$ cat config.mk
export PLATFORM = sky130hd
export DESIGN_NAME = pdh_adc_decimator
export DESIGN_NICKNAME = d
export VERILOG_FILES = /design/src/rtl/pdh_pkg.sv /design/src/rtl/pdh_lane_avg.sv /design/src/rtl/pdh_adc_decimator.sv
export SDC_FILE = /design/constraint.sdc
export NUM_CORES = 1
export LEC_CHECK = 0
export ABC_AREA = 1
export CAP_MARGIN = 25
export CORE_MARGIN = 2
export CORE_UTILIZATION = 50
export CTS_CLUSTER_DIAMETER = 60
export CTS_CLUSTER_SIZE = 8
export DETAILED_ROUTE_END_ITERATION = 7
export PLACE_DENSITY = 0.7
export REMOVE_ABC_BUFFERS = 1
export SLEW_MARGIN = 10
export SYNTH_ARGS = -nofsm -noshare
export SYNTH_HDL_FRONTEND = slang
export SYNTH_HIERARCHICAL = 1
export SYNTH_SLANG_ARGS = --single-unit
$ cat constraint.sdc
create_clock -name clk -period 7.29 [get_ports clk]
set_input_delay 1.0935 -clock clk [delete_from_list [all_inputs] [get_ports clk]]
set_output_delay 1.0935 -clock clk [all_outputs]
set_load 0.005 [all_outputs]
$ cat src/rtl/pdh_pkg.sv
// Shared types, sizes and the saturation helper for the PDH ADC conditioning path.
// Latency: n/a (package only).
// Backpressure: n/a (package only).
package pdh_pkg;

  localparam int LANE_WIDTH   = 16;
  localparam int MAX_DEC_LOG2 = 8;
  localparam int ACC_WIDTH    = 24;

  typedef logic signed [LANE_WIDTH-1:0] lane_t;

  typedef struct packed {
    lane_t b;
    lane_t a;
  } adc_word_t;

  // Clamp a 17-bit signed difference into the 16-bit lane range.
  function automatic lane_t sat16(input logic signed [LANE_WIDTH:0] x);
    if (x[LANE_WIDTH] != x[LANE_WIDTH-1])
      return x[LANE_WIDTH] ? lane_t'(16'sh8000) : lane_t'(16'sh7fff);
    else
      return x[LANE_WIDTH-1:0];
  endfunction

endpackage

$ cat src/rtl/pdh_lane_avg.sv
// One ADC lane: offset subtract with saturation, box-car accumulate, floor-shift.
// Latency: 2 clk from input valid to avg update on the window's last sample.
// Backpressure: none; accepts one sample per clk.
// Ports: clk/rst; in_vld, lane, offset (stage-1 inputs); s1_vld, acc_clr,
//        win_end, n (shared window control from the top); avg (held result),
//        sat (combinational saturation detect for the current input).
module pdh_lane_avg
  import pdh_pkg::*;
(
  input  logic        clk,
  input  logic        rst,
  input  logic        in_vld,
  input  logic [15:0] lane,
  input  logic [15:0] offset,
  input  logic        s1_vld,
  input  logic        acc_clr,
  input  logic        win_end,
  input  logic [3:0]  n,
  output logic [15:0] avg,
  output logic        sat
);

  logic signed [LANE_WIDTH:0]  diff;
  lane_t                       s1_dat;
  logic signed [ACC_WIDTH-1:0] acc;
  logic signed [ACC_WIDTH-1:0] sum;
  logic signed [ACC_WIDTH-1:0] shifted;

  assign diff = $signed({lane[15], lane}) - $signed({offset[15], offset});
  // Out of 16-bit range exactly when the two top bits of the 17-bit result differ.
  assign sat  = diff[LANE_WIDTH] != diff[LANE_WIDTH-1];

  // The window's last sample is folded in here so the result lands one clk after stage 1.
  assign sum     = acc + {{(ACC_WIDTH-LANE_WIDTH){s1_dat[LANE_WIDTH-1]}}, s1_dat};
  assign shifted = sum >>> n;

  always_ff @(posedge clk or posedge rst) begin
    if (rst) begin
      s1_dat <= '0;
      acc    <= '0;
      avg    <= '0;
    end else begin
      if (in_vld)
        s1_dat <= sat16(diff);
      if (acc_clr) begin
        acc <= '0;
      end else if (s1_vld) begin
        if (win_end) begin
          avg <= shifted[LANE_WIDTH-1:0];
          acc <= '0;
        end else begin
          acc <= sum;
        end
      end
    end
  end

endmodule

$ cat src/rtl/pdh_adc_decimator.sv
// ADC conditioning ahead of pdh_core: per-lane offset removal, 2^N box-car average, decimate.
// Latency: 2 clk from the last sample's adc_tvalid_i to the dat_tvalid_o pulse.
// Backpressure: none; one input per clk sustained, dat_tvalid_o is a single-cycle pulse.
// Ports: clk, rst (async active-high); adc_tdata_i/adc_tvalid_i {B,A} raw lanes;
//        offset_a_i/offset_b_i signed offsets; dec_log2_i exponent N (clamped to 8);
//        sat_clr_i clears the sticky flag; dat_tdata_o/dat_tvalid_o averaged {B,A};
//        sat_flag_o sticky saturation flag.
// Optional: define PDH_ADC_SAT_FLAG_EN to build the sticky saturation flag;
//           otherwise sat_flag_o is tied low and sat_clr_i is ignored.
module pdh_adc_decimator
  import pdh_pkg::*;
(
  input  logic        clk,
  input  logic        rst,
  input  logic [31:0] adc_tdata_i,
  input  logic        adc_tvalid_i,
  input  logic [15:0] offset_a_i,
  input  logic [15:0] offset_b_i,
  input  logic [3:0]  dec_log2_i,
  input  logic        sat_clr_i,
  output logic [31:0] dat_tdata_o,
  output logic        dat_tvalid_o,
  output logic        sat_flag_o
);

  adc_word_t                 adc_word;
  logic                      s1_vld;
  logic [3:0]                n_q;
  logic [3:0]                n_next;
  logic                      n_chg;
  logic [MAX_DEC_LOG2-1:0]   cnt;
  logic [MAX_DEC_LOG2:0]     win_mask;
  logic                      win_end;
  logic [15:0]               avg_a;
  logic [15:0]               avg_b;
  logic                      sat_a;
  logic                      sat_b;

  assign adc_word = adc_tdata_i;

  assign n_next   = (dec_log2_i > 4'(MAX_DEC_LOG2)) ? 4'(MAX_DEC_LOG2) : dec_log2_i;
  // A change of N abandons the partial window; the sample arriving in that cycle is dropped too.
  assign n_chg    = n_next != n_q;
  assign win_mask = (9'd1 << n_q) - 9'd1;
  assign win_end  = s1_vld && ({1'b0, cnt} == win_mask) && !n_chg;

  always_ff @(posedge clk or posedge rst) begin
    if (rst) begin
      s1_vld       <= 1'b0;
      n_q          <= '0;
      cnt          <= '0;
      dat_tvalid_o <= 1'b0;
    end else begin
      s1_vld       <= adc_tvalid_i;
      n_q          <= n_next;
      dat_tvalid_o <= win_end;
      if (n_chg)
        cnt <= '0;
      else if (s1_vld)
        cnt <= win_end ? '0 : cnt + 1'b1;
    end
  end

  pdh_lane_avg u_lane_a (
    .clk     (clk),
    .rst     (rst),
    .in_vld  (adc_tvalid_i),
    .lane    (adc_word.a),
    .offset  (offset_a_i),
    .s1_vld  (s1_vld),
    .acc_clr (n_chg),
    .win_end (win_end),
    .n       (n_q),
    .avg     (avg_a),
    .sat     (sat_a)
  );

  pdh_lane_avg u_lane_b (
    .clk     (clk),
    .rst     (rst),
    .in_vld  (adc_tvalid_i),
    .lane    (adc_word.b),
    .offset  (offset_b_i),
    .s1_vld  (s1_vld),
    .acc_clr (n_chg),
    .win_end (win_end),
    .n       (n_q),
    .avg     (avg_b),
    .sat     (sat_b)
  );

  assign dat_tdata_o = {avg_b, avg_a};

`ifdef PDH_ADC_SAT_FLAG_EN
  // Set has priority over clear so a saturation in the clearing cycle is not lost.
  always_ff @(posedge clk or posedge rst) begin
    if (rst)
      sat_flag_o <= 1'b0;
    else if (adc_tvalid_i && (sat_a || sat_b))
      sat_flag_o <= 1'b1;
    else if (sat_clr_i)
      sat_flag_o <= 1'b0;
  end
`else
  logic unused_sat;
  assign unused_sat = ^{sat_a, sat_b, sat_clr_i};
  assign sat_flag_o = 1'b0;
`endif

endmodule

==> impl_metrics.yaml, run 1 <==
die:
  core_region_area_sq_um: 25200
  die_w_microns: 164
  die-area_sq_um: 27000
  ios: 106
  initial_core_util_pct: 51.0
  dieHeight_microns: 164
  num_rows: 58
clocking:
  numCtsBuffers: 17
  postCtsHoldBufs: 0
  cts_tree: "done"
  cts-resized-gates: 0
  cts_sinks: 126
  cts.path.max_buffers: 2
  root_buffer: "clkbuf_16"
  htree_levels: 4
  cts_setup_buffers: 0
  clk_latency_ns: 0.43
  clk_pin_slew_ns: 0.06
synth:
  avgSynthCellArea_sq_um: 6.12
  syn-cell-area_sq_um: 12900
  yosysWarnings: 6
  syn_inst: 2102
detailed_routing:
  drtPass1Iterations: 6
  drtIter0Drc: 979
  num_vias: 13623
  wl_per_cell_microns: 14.3
  wl_met1_mm: 15.3
  wl_mm: 36.1
  routed_via_density: 5.41
  route.met3.wl_mm: 1.20
  met2_wirelength_mm: 18.2
  ant_nets: 0
  drc: 0
  top_layer_used: "met4"
worst_hold_path:
  hold_path.class: "reg -> reg"
  hold_depth: 2
sta:
  fin_crit_ns: 4.01
  hold_viol: 0
  finalSetupTns_ns: 0
  period_share_pct: 55.0
  grt_setup_unrepaired: "false"
  clock.fmax_mhz: 249
  slew_violations: 0
  setup_viol: 0
  worst_pin_slew_ns: 1.01
  relSlewSlack_pct: 32.4
  clock_skew_ns: 0.0114
layout:
  drive_above_1_share_pct: 5.58
  antenna-diode-count: 0
  fin_area_sq_um: 14700
  area_growth_syn_to_layout_pct: 14.4
  layout.nets: 2329
  fill_cells: 2529
  final_cell_mix: "nand2_1, nand3_1, inv_1"
  final_common_cell: "nand2_1"
  utilization_pct: 58.4
setup_path:
  cp.required_ns: 7.62
  reg2regPathDepth: 10
  slowest_stage: "dfrtp_1"
  end_kind: "register"
  path_cells: "buf_4 -> inv_1 -> nand2_1 -> nand3_1 -> a21oi_2 -> nand2_2 -> inv_1 -> nand3_1 -> buf_6 -> o31ai_1"
  cp_num_cells: 10
  worst_setup_path_start_kind: "register"
  crit_buf_inv: 4
  worstSetupPathType: "reg -> reg"
  cp_max_fo: 25
  worst_path_largest_cell_delay_ns: 0.89
  crit_family: "buffers and inverters"
  crit_arrival_ns: 4.34
placement:
  place_congestion: 0.949
  port_buffers: 103
  dp_hpwl_mm: 27.7
  placed_area_sq_um: 14100
global_routing:
  grt_pass1_wl_mm: 60.7
  grt_start_max_net_pins: 59
  overflow: 0
  antenna_found_initial: 0
  grt_usage_pct: 27.6
  grt_pass1_vias: 13136
power_and_ir_drop:
  irDropWorstVdd_v: 0.000136
  leakage_nw: 8.14
  power_density_nw_per_um2: 203
status:
  status: "complete, no violations"
flow_run:
  drv_cap: 0
-- layout make-up --
| cell class | instances | area [sq um] | area share, % |
|---|---|---|---|
| clock inverter | 15 | 161 | 1.10 |
| multi-input combinational | 1602 | 8260 | 56.2 |
| timing repair buffer | 113 | 1120 | 7.60 |
| sequential | 126 | 3150 | 21.4 |
| clock buffer | 17 | 425 | 2.89 |
| tap | 330 | 413 | 2.81 |
| inverter | 313 | 1170 | 7.99 |
-- worst reg2reg max path, cell delays in order, from the launching register on --
cell and delay, ns:
dfrtp_1 0.89, buf_4 0.41, inv_1 0.09, nand2_1 0.07, nand3_1 0.08, a21oi_2 0.12
nand2_2 0.21, inv_1 0.78, nand3_1 0.69, buf_6 0.37, o31ai_1 0.22
-- final timing paths --
check / start / end / slack (ns)
worst min register to register: u_lane_a/avg[14] / u_lane_a/avg[14] / 0.48
worst min-delay path: u_lane_a/avg[14] / u_lane_a/avg[14] / 0.48
worst max register to register: n_q[2] / u_lane_b/acc[2] / 3.28
min in group asynchronous: rst / cnt[6] / 1.13
max in group asynchronous: rst / u_lane_b/acc[16] / 5.49
worst max-delay path: n_q[2] / u_lane_b/acc[2] / 3.28
-- metal layers --
metal,up-vias,global-route usage [%]
met4,0,11.0
met3,89,3.79
met2,352,50.3
met5,-,0
met1,6280,32.6
li1,6902,-
-- sequential cells by signal, indices dropped and copies added (netlist names) --
register         count
u_lane_a/s1_dat     16
u_lane_b/s1_dat     16
s1_vld               1
cnt                  8
dat_tvalid_o         1
u_lane_b/avg        16
u_lane_a/avg        16
u_lane_b/acc        24
n_q                  4
u_lane_a/acc        24
-- power breakdown --
part           internal (mW)  switching, mW  leakage [nW]
sequential             0.762         0.0628          1.66
clock                  0.508          0.354         0.288
combinational          0.443          0.857          6.19
-- metrics by stage --
stage	total power [mW]	cells	setup slack, ns	hold slack, ns
finish	2.99	2516	3.28	0.480
global route	3.22	2516	3.02	0.508
CTS	2.99	2514	3.04	0.483
detailed placement	2.12	2482	2.62	0.466
global placement	2.09	2482	2.69	0.468
floorplan	1.77	2041	3.18	0.456
Power figures use the tool's default switching activity.
==> inputs of run 2 (changes only) <==
PLACE_DENSITY = 0.73   (was 0.7)
clock period = 3.4 ns   (was 7.29 ns; I/O delays follow)
==> impl_metrics.yaml, run 2 (synthesis results as in run 1) <==
layout:
  layout.nets: 2339
  top_regs: "u_lane_a/acc: 24 flops, u_lane_b/acc: 24 flops"
  antenna-diode-count: 0
  final_common_cell: "nand2_1"
  area_growth_syn_to_layout_pct: 15.3
  drive_above_1_share_pct: 6.01
  fill_cells: 2485
  final_cell_mix: "nand2_1, nand3_1, inv_1"
  fin_area_sq_um: 14800
detailed_routing:
  drc: 0
  routed_via_density: 5.36
  drtPass1Iterations: 6
  ant_nets: 0
  num_vias: 13544
  wl_per_cell_microns: 14.2
  drtIter0Drc: 930
  wl_mm: 36.0
setup_path:
  crit_arrival_ns: 3.39
  slowest_stage: "dfrtp_1"
  cp.required_ns: 3.73
  crit_family: "simple AND/OR/NAND/NOR gates"
  worstSetupPathType: "reg -> reg"
  path_cells: "buf_4 -> nand2_2 -> nand2_2 -> nand2_2 -> nand2_1 -> nand2_1 -> nand2_2 -> nand3_1 -> nand3b_1 -> nor2_1 -> inv_1 -> nor3_1 -> buf_4 -> or2_2 -> a21boi_0"
  crit_buf_inv: 3
  worst_path_largest_cell_delay_ns: 0.50
  cp_max_fo: 51
  end_kind: "register"
  cpMostUsedCell: "nand2_2"
  worst_setup_path_start_kind: "register"
worst_hold_path:
  hold_path.class: "reg -> reg"
die:
  initial_core_util_pct: 51.0
  die-area_sq_um: 27000
  ios: 106
  num_rows: 58
  die_w_microns: 164
  core_region_area_sq_um: 25200
  dieHeight_microns: 164
global_routing:
  grt_start_max_net_pins: 54
  grt_pass1_wl_mm: 60.9
  grt_pass1_vias: 13228
  overflow: 0
  antenna_found_initial: 0
  grt_usage_pct: 27.8
flow_run:
  drv_cap: 0
clocking:
  clk_pin_slew_ns: 0.06
  cts_sinks: 126
  numCtsBuffers: 17
  root_buffer: "clkbuf_16"
  cts.path.max_buffers: 2
  postCtsHoldBufs: 0
  cts_tree: "done"
  clk_latency_ns: 0.42
  htree_levels: 4
  cts_setup_buffers: 0
placement:
  dp_hpwl_mm: 28.1
  placed_area_sq_um: 14200
  port_buffers: 103
  place_congestion: 0.952
sta:
  worst_pin_slew_ns: 0.850
  clock_skew_ns: 0.0119
  grt_setup_unrepaired: "false"
  clock.fmax_mhz: 327
  setup_viol: 0
  relSlewSlack_pct: 43.3
  hold_viol: 0
  fin_crit_ns: 3.06
  slew_violations: 0
  period_share_pct: 90.1
  hold-worst-slack_ns: 0.479
power_and_ir_drop:
  leakage_nw: 8.19
  irDropWorstVdd_v: 0.000272
  power_density_nw_per_um2: 440
status:
  status: "complete, no violations"
==> run 2: where the power goes <==
group / switching (mW) / total [mW] / internal, mW
Sequential: 0.124 / 1.76 / 1.63
Clock: 0.742 / 1.96 / 1.22
Combinational: 1.85 / 2.81 / 0.961
==> run 2: what timing repair did <==
action / CTS / global route
resized for setup: 0 / 1
endpoints found under the hold margin: 0 / 0
setup endpoints to repair: 0 / 1
==> run 2: path summary, 6_finish.rpt <==
path,start,end,cells past startpoint,slack [ns]
worst max register to register,n_q[1],u_lane_a/avg[6],15,0.34
min in group asynchronous,rst,dat_tvalid_o,2,0.56
worst max-delay path,n_q[1],u_lane_a/avg[6],15,0.34
max in group asynchronous,rst,u_lane_a/s1_dat[7],3,2.01
worst min-delay path,u_lane_a/avg[12],u_lane_a/avg[12],2,0.48
worst min register to register,u_lane_a/avg[12],u_lane_a/avg[12],2,0.48
==> run 2: layout make-up <==
cell class	instances	area [sq um]	area share (%)
multi-input cells	1602	8260	55.7
flip-flops and latches	126	3150	21.3
repair buffers	123	1190	8.05
inverters	313	1170	7.93
clock buffers	20	467	3.15
well taps	330	413	2.79
clock inverters	12	159	1.07
==> run 2: metal layers <==
layer  GRT usage (%)  wire [microns]  up-vias
li1                -               -     6932
met5               0               0        -
met4            12.1            1330        0
met1            32.4           15300     6184
met2            50.6           18200      333
met3            3.71            1160       95
==> run 2: worst reg2reg max path: cells and delay by family, from the launching register on <==
kind	cells	cell delay, ns
simple gates	11	1.44
flops	1	0.50
buf+inv	3	0.86
compound gates	1	0.17
==> run 2: through the flow <==
stage,setup TNS [ns],utilization [%],power (mW),worst slack [ns],instances
5_1_grt,0,58.9,7.03,0.0120,2526
2_1_floorplan,-17.34,-,3.81,-0.707,2041
3_5_place_dp,0,56.4,4.56,0.364,2494
6_report,0,58.9,6.52,0.338,2526
4_1_cts,0,58.9,6.55,0.365,2526
3_3_place_gp,0,56.4,4.51,0.386,2494
